[config.mk]
export PLATFORM = sky130hd
export DESIGN_NAME = switch_debouncer
export DESIGN_NICKNAME = d
export VERILOG_FILES = /design/src/rtl/switch_debouncer.sv
export SDC_FILE = /design/constraint.sdc
export NUM_CORES = 1
export LEC_CHECK = 0
export BUFFER_PORTS_ARGS = -buffer_cell sky130_fd_sc_hd__buf_2
export CORE_MARGIN = 3
export CORE_UTILIZATION = 29
export CTS_CLUSTER_DIAMETER = 120
export DETAILED_ROUTE_END_ITERATION = 8
export GPL_TIMING_DRIVEN = 0
export PLACE_DENSITY_LB_ADDON = 0.2
export SLEW_MARGIN = 10
export SYNTH_ARGS = -nofsm -noshare
export SYNTH_HDL_FRONTEND = slang
export SYNTH_SLANG_ARGS = --single-unit
[constraint.sdc]
create_clock -name clk -period 2.3 [get_ports clk]
set_input_delay 0 -clock clk [delete_from_list [all_inputs] [get_ports clk]]
set_output_delay 0 -clock clk [all_outputs]
set_load 0.02 [all_outputs]
[src/rtl/switch_debouncer.sv]
// Per-bit two-flop synchroniser plus stability counter; a bit's debounced value
// follows its synchronised input only after COUNT_MAX consecutive differing cycles.
module switch_debouncer #(
    parameter int WIDTH     = 5,
    parameter int COUNT_MAX = 1000000
) (
    input  logic             clk,
    input  logic             rst,
    input  logic [WIDTH-1:0] sw_raw,
    output logic [WIDTH-1:0] sw_db,
    output logic [WIDTH-1:0] changed,
    output logic             any_changed
);

    localparam int CW = $clog2(COUNT_MAX);
    localparam logic [CW-1:0] CNT_LAST = CW'(COUNT_MAX - 1);

    localparam logic [1:0] ST_IDLE    = 2'd0;
    localparam logic [1:0] ST_PENDING = 2'd1;
    localparam logic [1:0] ST_ACCEPT  = 2'd2;

    logic [WIDTH-1:0] s1;
    logic [WIDTH-1:0] s2;
    logic [CW-1:0]    cnt [WIDTH];
    logic [1:0]       st  [WIDTH];
    logic [WIDTH-1:0] changed_nxt;

    // Bit state is decoded from registered values only; no stored state beyond cnt.
    always_comb begin
        changed_nxt = '0;
        for (int unsigned i = 0; i < WIDTH; i++) begin
            st[i] = ST_IDLE;
            if (s2[i] != sw_db[i]) begin
                st[i] = (cnt[i] == CNT_LAST) ? ST_ACCEPT : ST_PENDING;
            end
            changed_nxt[i] = (st[i] == ST_ACCEPT);
        end
    end

    always_ff @(posedge clk) begin
        if (rst) begin
            s1          <= '0;
            s2          <= '0;
            sw_db       <= '0;
            changed     <= '0;
            any_changed <= 1'b0;
            for (int unsigned i = 0; i < WIDTH; i++) begin
                cnt[i] <= '0;
            end
        end else begin
            s1          <= sw_raw;
            s2          <= s1;
            changed     <= changed_nxt;
            any_changed <= |changed_nxt;
            for (int unsigned i = 0; i < WIDTH; i++) begin
                case (st[i])
                    ST_PENDING: cnt[i] <= cnt[i] + CW'(1);
                    ST_ACCEPT: begin
                        sw_db[i] <= s2[i];
                        cnt[i]   <= '0;
                    end
                    default:    cnt[i] <= '0;
                endcase
            end
        end
    end

endmodule

==> results of run 1 <==
[routing by layer]
layer | vias up | wire length, um
met3 | 8 | 396
met4 | 0 | 125
met1 | 2199 | 5940
met2 | 58 | 5680
li1 | 2401 | -
met5 | - | 0
[how the worst max path moves through the flow]
| stage | startpoint | endpoint | slack (ns) | cells past startpoint |
|---|---|---|---|---|
| finish | cnt[2][0] | cnt[2][3] | 0.17 | 6 |
| global route | cnt[2][0] | cnt[2][10] | -0.1 | 6 |
| CTS | cnt[3][0] | cnt[3][8] | 0.1 | 7 |
| detailed placement | cnt[3][0] | cnt[3][8] | -0.04 | 7 |
| global placement | cnt[3][0] | cnt[3][10] | -0.02 | 7 |
| floorplan | cnt[4][0] | cnt[4][18] | 0.36 | 6 |
[sequential cells by signal (all words and copies together), names as in the netlist]
register     count
changed          5
any_changed      1
s2               5
cnt            100
sw_db            5
s1               5
[metrics by stage]
step / utilization [%] / TNS [ns]
floorplan: - / 0
global placement: 33.3 / -0.166
detailed placement: 33.3 / -0.481
CTS: 36.7 / 0
global route: 36.7 / -1.45
finish: 36.7 / 0
[repair_timing]
item | CTS | global route
hold endpoints to repair | 6 | 0
setup endpoints to repair | 20 | 60
gates resized for setup | 2 | 6
hold buffers | 6 | 0
[kinds of logic after synthesis]
family	Yosys count
adders and majority gates	5
xor gates and xnor gates	60
AOI/OAI and AO/OA	87
and+or+nand+nor	290
buffers and inverters	37
other	1
DFF	121
[final cells by class]
type / instances / area [um^2]
Buffer: 24 / 108
Clock buffer: 26 / 531
Clock inverter: 6 / 106
Fill cell: 2040 / 12900
Inverter: 12 / 45.0
Multi-Input combinational cell: 522 / 2980
Sequential cell: 121 / 3220
Tap cell: 270 / 338
Timing Repair Buffer: 23 / 145
[power by group]
part / internal, mW / total (mW) / switching (mW)
combinational: 0.0635 / 0.160 / 0.0964
sequential: 2.39 / 2.46 / 0.0674
clock: 1.91 / 2.83 / 0.918
[layout by cell type, fill, tap and decap left out, types with 9 or more instances in the layout]
| cell | netlist | layout |
|---|---|---|
| nor2_1 | 72 | 72 |
| clkbuf_16 | 0 | 18 |
| inv_1 | 12 | 12 |
| dfxtp_1 | 41 | 41 |
| nand4_1 | 33 | 33 |
| and2_1 | 13 | 13 |
| xnor2_1 | 18 | 18 |
| conb_1 | 1 | 80 |
| or3_1 | 22 | 22 |
| or4_1 | 16 | 16 |
| and3_1 | 9 | 9 |
| nor2b_1 | 11 | 11 |
| edfxtp_1 | 80 | 80 |
| buf_2 | 7 | 24 |
| o21ai_0 | 29 | 29 |
| clkbuf_1 | 17 | 15 |
| nand3_1 | 32 | 32 |
| nand2_1 | 36 | 36 |
| and4_1 | 15 | 15 |
| o31ai_1 | 14 | 14 |
| xor2_1 | 42 | 42 |
| a21oi_1 | 39 | 39 |
[worst min-delay path: cells and delay by family]
kind	cells	cell delay, ns
simple gates	1	0.11
buf+inv	2	0.63
==> metrics, run 1 <==
outcome complete, no violations; final count of negative-setup-slack endpoints 0; final RePlAce weighted congestion roughly 0.76; Post-Layout Cell Count approximately 1.0k; Root Buffer clkbuf_16; Ys Warns 0; CTS Buf Count 17; min Tclk post-route roughly 2.1 ns; Reg2Reg Setup Slack 0.17 ns; Power Density 728 mW/mm^2; Period Utilization, post-route about 90%; Fin Hold WS 0.355 ns; clk_lat worst skew 0.42 ns; # Post-CTS Setup Buffers 0; worst-case reg-to-reg path depth 6; total power draw around 5.4 mW; GRT overflow 0; Post-synth EDFFs 80; number of global-route vias before repair 4426; Final ANT Viol Nets 0; Most used DFF post-synth edfxtp_1; Slew @ Worst Pin between 0.5 and 0.6 ns; clk sinks roughly 120; Max VDD drop about 0.00039 V; initial core utilization 29.7%; layout cell share with drive strength beyond 1 roughly 8.9%; Syn Area/Cell ~10 um^2; Worst Setup Start Kind flop; WL/cell approximately 12 um; Vias/cell 4.65; die area roughly 0.023 mm^2; CP max FO 10; GR Util met2 18.0%; Crit-path slowest cell clkbuf_1; slowest stage delay, CP between 0.4 and 0.5 ns; Synth Area in Compound Gates between 8 and 9%; TritonCTS clock tree yes; Total Routing Usage GR 11.5%; Iteration-0 DRC Markers 213; top post-synthesis cells by area edfxtp_1 (40%), dfxtp_1 (14%), xor2_1 (6.1%); mux cell area share after synthesis 0%; antenna violations before repair 0; RSZ-0062 raised after global routing true; Core Box Area 0.0204 mm^2; total I/O pin count 18; post-synthesis xor/xnor area fraction a little under 9%; Final Hold Vio Count 0; Synth top area share approximately 40%; worst r2r dst cnt[2][3]; Leakage Power around 2.5 nW; pre-CTS worst setup slack -0.0387 ns; Crit path buffers/inverters 2; H-tree depth 4; row count 52; Crit Path Class flop to flop; worst hold start sw_raw[4]; Clk pin slew, worst setup/hold paths approximately 0.060 ns; adder-cell share of the synthesized area 1.03%; PortBufs 17; DP HPWL between 8 and 9 mm; met3 usage around 3.5%; nets 733; clock skew 0.0104 ns; via count about 4.7k; routing usage on met1 between 10% and 20%; dpl cell area roughly 0.0068 mm^2; Die H 151 um; delay-heaviest family, CP buffers and inverters; Fmax achieved 470 MHz; first-pass GRT wire length between 20 and 25 mm; largest family of logic cells by synthesized area simple AND/OR/NAND/NOR gates; Synth area leader edfxtp_1; 1st-pass router iterations 6; max cap viols 0; GRT Max-Usage Layer met2; area growth from synthesis to layout 23.4%; critical-path cell list ha_1 -> clkbuf_1 -> nand4_1 -> o21ai_0 -> clkbuf_1 -> nor2_1; Cells after Synth 601; async set or reset register ratio after synthesis 0%; clk buf depth 2; pin count of the biggest net entering global routing 17; final WL 12.1 mm; list of most frequent post-synthesis cells edfxtp_1 (80), nor2_1 (72), xor2_1 (42); Max Slew Vio Count 0; Placed Cells around 970; Unique masters post-synth 42; Die X ~150 um; Synth Area in Simple Gates 26.5%; most frequent cell after synthesis edfxtp_1; setup ws final roughly 0.17 ns; Rel. slew slack between 60% and 70%; # DRC 0; Worst EP arrival about 2.3 ns; diode count 0; critical path required time 2.45 ns; Top cell by count, worst path clkbuf_1; WHS Endpoint s1[4]; Critical Path End Type flop; post-synthesis sequential area ratio 53.2%; cell area after synthesis just over 0.006 mm^2; reg-to-reg critical path startpoint cnt[2][0]; post-route cell area between 0.007 and 0.008 mm^2; Hold Crit Class input pin to flop; #FFs+latches synth 121; hold depth 3
(Power assumes the default switching activity.)
==> inputs of run 2 (changes only) <==
CAP_MARGIN = 10   (was unset)
CORE_ASPECT_RATIO = 0.5   (was unset)
==> run 2 against run 1 <==
  * First-iteration DRC count is 7.5% lower
  * Clock power increased by 8.5%
  * Setup slack worse by 0.011 ns
  * Critical path depth shrank 1
  * Register-to-register slack is essentially flat
  * Cell count decreased by 0.40%
  * Clock skew fell by 0.0012 ns
  * Critical path type unchanged
  * Via count is 1.1% lower
==> metrics, run 2 (same netlist as run 1, synthesis figures left out) <==
outcome complete, no violations; Die H roughly 110 um; delay-heaviest family, CP simple AND/OR/NAND/NOR gates; worst-case reg-to-reg path depth 5; RSZ-0062 raised after global routing false; clk buf depth 2; total I/O pin count 18; Worst EP arrival roughly 2.3 ns; row count 36; layout cell share with drive strength beyond 1 under 10%; CTS Buf Count 17; antenna violations before repair 0; Leakage Power roughly 2.6 nW; Slew @ Worst Pin roughly 0.56 ns; TritonCTS clock tree yes; total power draw 5.69 mW; Hold Crit Class input pin to flop; Worst Setup Start Kind flop; min Tclk post-route about 2.1 ns; initial core utilization 30.4%; hold depth 3; Max VDD drop around 0.00037 V; Max Slew Vio Count 0; reg-to-reg critical path startpoint cnt[1][7]; pre-CTS worst setup slack -0.0500 ns; WHS Endpoint s1[0]; Root Buffer clkbuf_16; Critical Path Start cnt[1][7]; Crit-path slowest cell or4b_1; 1st-pass router iterations 4; WL/cell between 10 and 15 um; Final Hold Vio Count 0; Die X approximately 210 um; Placed Cells just under 1k; DP HPWL 8.44 mm; Vias/cell around 4.6; final count of negative-setup-slack endpoints 0; Post-Layout Cell Count 1000; Crit Path Class flop to flop; Iteration-0 DRC Markers between 150 and 200; final RePlAce weighted congestion a little over 0.7; clk sinks about 120; nets about 730; final WL between 10 and 15 mm; Core Box Area roughly 0.020 mm^2; worst hold start sw_raw[0]; clock skew 0.00924 ns; Rel. slew slack between 60% and 70%; GRT overflow 0; Reg2Reg Setup Slack ~0.16 ns; most frequent cells in the layout edfxtp_1 (80), conb_1 (80), nor2_1 (72); post-route cell area ~0.0075 mm^2; Largest register FFs 100; Critical Path End Type flop; pin count of the biggest net entering global routing 17; critical path required time 2.46 ns; Crit path buffers/inverters 1; number of global-route vias before repair 4408; Final Util between 30% and 40%; diode count 0; Total Routing Usage GR about 12%; Clk pin slew, worst setup/hold paths ~0.06 ns; Fin Hold WS 0.347 ns; Period Utilization, post-route about 93%; setup ws final 0.164 ns; area growth from synthesis to layout 24.0%; dpl cell area 0.00677 mm^2; via count 4617; die area between 0.02 and 0.025 mm^2; PortBufs 17; H-tree depth 4; most flop-heavy register cnt; final setup TNS 0 ns; max cap viols 0; clk_lat worst skew about 0.42 ns; worst r2r dst cnt[1][2]; Fmax achieved ~470 MHz; Final ANT Viol Nets 0; first-pass GRT wire length approximately 21 mm; Power Density 757 mW/mm^2; slowest stage delay, CP 0.56 ns; # DRC 0; CP max FO 10; critical-path cell list or4b_1 -> nor4_1 -> a21o_1 -> buf_2 -> nor2_1
-- run 2: power by group --
group | internal (mW) | total [mW] | switching [mW]
Combinational | 0.0637 | 0.159 | 0.0950
Sequential | 2.39 | 2.45 | 0.0678
Clock | 2.04 | 3.07 | 1.03
Total | 4.49 | 5.69 | 1.19
-- run 2: cell type report --
cell class	count	area (um^2)
repair buffers	23	145
flip-flops and latches	121	3220
multi-input cells	522	2980
clock inverters	14	244
fillers	1990	12400
plain buffers	24	110
clock buffers	18	429
well taps	266	333
inverters	12	45.0
-- run 2: metal layers --
metal | GRT usage, % | vias up | part of all wire [%]
met2 | 19.4 | 50 | 46
met1 | 14.5 | 2160 | 50
met3 | 3.16 | 10 | 3.3
met4 | 3.82 | 0 | 1.0
met5 | 0 | - | 0
li1 | - | 2397 | -
-- run 2: worst max-delay path by stage --
stage | slack (ns) | endpoint | depth (start not counted)
final | 0.16 | cnt[1][2] | 5
after global routing | 0.004 | cnt[1][19] | 5
after CTS | 0.09 | cnt[2][8] | 6
after detailed placement | -0.05 | cnt[3][2] | 7
after global placement | -0.04 | cnt[3][2] | 7
after floorplan | 0.36 | cnt[4][18] | 6
-- run 2: worst register-to-register path, stage by stage (launching register included) --
cell	delay, ns
edfxtp_1	0.44
or4b_1	0.56
nor4_1	0.40
a21o_1	0.19
buf_2	0.23
nor2_1	0.07
-- run 2: timing repair --
item	CTS	global route
setup buffers	0	0
endpoints found under the hold margin	6	0
endpoints found under the setup margin	20	60
resized for setup	2	11
hold buffers	6	0
==> inputs of run 3 (changes only) <==
clock period = 2 ns   (was 2.3 ns; I/O delays follow)
==> run 3 against run 2 <==
  * Clock-buffer cell count did not move
  * Total power rose by 15%
  * Combinational power rose by 26%
  * Critical path depth did not move
  * Final area rose by 3.0%
  * Flip-flop and latch count did not move
  * Core utilization rose by 1.1 points
  * Largest power group unchanged
==> metrics, run 3 (same netlist as run 1, synthesis figures left out) <==
outcome complete, no violations; Max Slew Vio Count 0; final setup TNS 0 ns; Max VDD drop about 0.00043 V; Slew @ Worst Pin around 0.56 ns; Crit Path Class flop to flop; WL/cell 12.4 um; antenna violations before repair 0; row count 36; Final Hold Vio Count 0; PortBufs 17; pin count of the biggest net entering global routing 17; diode count 0; 1st-pass router iterations 4; final RePlAce weighted congestion between 0.7 and 0.8; final count of negative-setup-slack endpoints 0; die area 0.0228 mm^2; clk sinks about 120; clk_lat worst skew between 0.4 and 0.5 ns; Clk pin slew, worst setup/hold paths 0.06 ns; H-tree depth 4; min Tclk post-route between 1.5 and 2 ns; Largest register FFs 100; Hold Crit Class input pin to flop; Power Density 848 mW/mm^2; layout cell share with drive strength beyond 1 approximately 14%; Worst EP arrival 2.21 ns; number of global-route vias before repair between 4k and 5k; post-route cell area 0.00773 mm^2; GRT overflow 0; clock skew a little under 0.008 ns; CP max FO 10; setup ws final roughly 0.062 ns; area growth from synthesis to layout 27.7%; Rel. slew slack around 62%; Final ANT Viol Nets 0; first-pass GRT wire length about 21 mm; clk buf depth 2; CTS Buf Count 17; total I/O pin count 18; Die X 210 um; Total Routing Usage GR a little under an eighth; nets 740; Core Box Area ~0.02 mm^2; Leakage Power approximately 2.7 nW; Period Utilization, post-route between 90% and 100%; dpl cell area around 0.0068 mm^2; total power draw between 6 and 7 mW; RSZ-0062 raised after global routing true; Die H approximately 110 um; Post-Layout Cell Count about 1.0k; Worst Setup Start Kind flop; Placed Cells between 900 and 1k; most flop-heavy register cnt; initial core utilization 30.4%; critical path required time ~2.3 ns; most frequent cells in the layout edfxtp_1 (80), conb_1 (80), nor2_1 (72); # DRC 0; Vias/cell 4.60; final WL roughly 12 mm; Root Buffer clkbuf_16; Fmax achieved 516 MHz; DP HPWL around 8.4 mm; Iteration-0 DRC Markers 241; max cap viols 0; pre-CTS worst setup slack -0.350 ns; Critical Path End Type flop; via count between 4k and 5k; TritonCTS clock tree yes
==> run 3: cell count changes in the layout (fill, tap and decap cells not counted), moves of 5 or more <==
| cell | before | now |
|---|---|---|
| dfxtp_1 | 41 | 36 |
| clkbuf_1 | 11 | 5 |
| buf_2 | 24 | 18 |
| buf_4 | 0 | 14 |
| dfxtp_2 | 0 | 5 |
| clkbuf_4 | 1 | 6 |
==> run 3: power breakdown <==
part | switching [mW] | internal (mW) | leakage, nW
clock | 1.19 | 2.35 | 0.322
combinational | 0.115 | 0.0849 | 1.18
sequential | 0.0783 | 2.74 | 1.16
==> run 3: through the flow <==
step           hold WS, ns  util (%)
2_1_floorplan        0.128         -
3_3_place_gp         0.240      33.9
3_5_place_dp         0.246      33.9
4_1_cts              0.344      38.1
5_1_grt              0.356      38.8
6_report             0.347      38.8
==> run 3: repair_timing <==
item | in CTS | in global routing
setup buffers | 4 | 7
hold buffers | 6 | 0
gates cloned | 1 | 0
resized for setup | 23 | 35
pin swaps | 3 | 2
hold endpoints to repair | 6 | 0
endpoints found under the setup margin | 101 | 83
==> run 3: cell type report <==
class / instances / area (um^2)
inverter: 12 / 45.0
timing repair buffer: 35 / 239
fill: 1986 / 12200
tap: 266 / 333
buffer: 19 / 125
clock inverter: 14 / 244
sequential: 121 / 3230
clock buffer: 18 / 429
multi-input combinational: 522 / 3090
==> run 3: worst paths after layout <==
check | from | endpoint | slack [ns] | cells after the start
max | cnt[3][7] | cnt[3][19] | 0.06 | 5
min | sw_raw[0] | s1[0] | 0.35 | 3
max reg2reg | cnt[3][7] | cnt[3][19] | 0.06 | 5
min reg2reg | s1[1] | s2[1] | 0.43 | 1
==> run 3: per-layer routing <==
metal  vias to the layer above  GRT usage (%)  routed length [um]  part of all wire (%)
li1                       2406              -                   -                     -
met1                      2166           14.7                6250                    50
met2                        48           19.7                5720                    46
met3                         9           3.16                 366                   2.9
met4                         0           3.82                 114                  0.92
met5                         -              0                   0                     0
==> run 3: worst max-delay path, stage by stage, from the launching register on <==
cell and delay, ns:
edfxtp_1 0.44, nand4_1 0.16, or4_4 0.44, buf_6 0.15
or4_1 0.46, a21oi_1 0.15
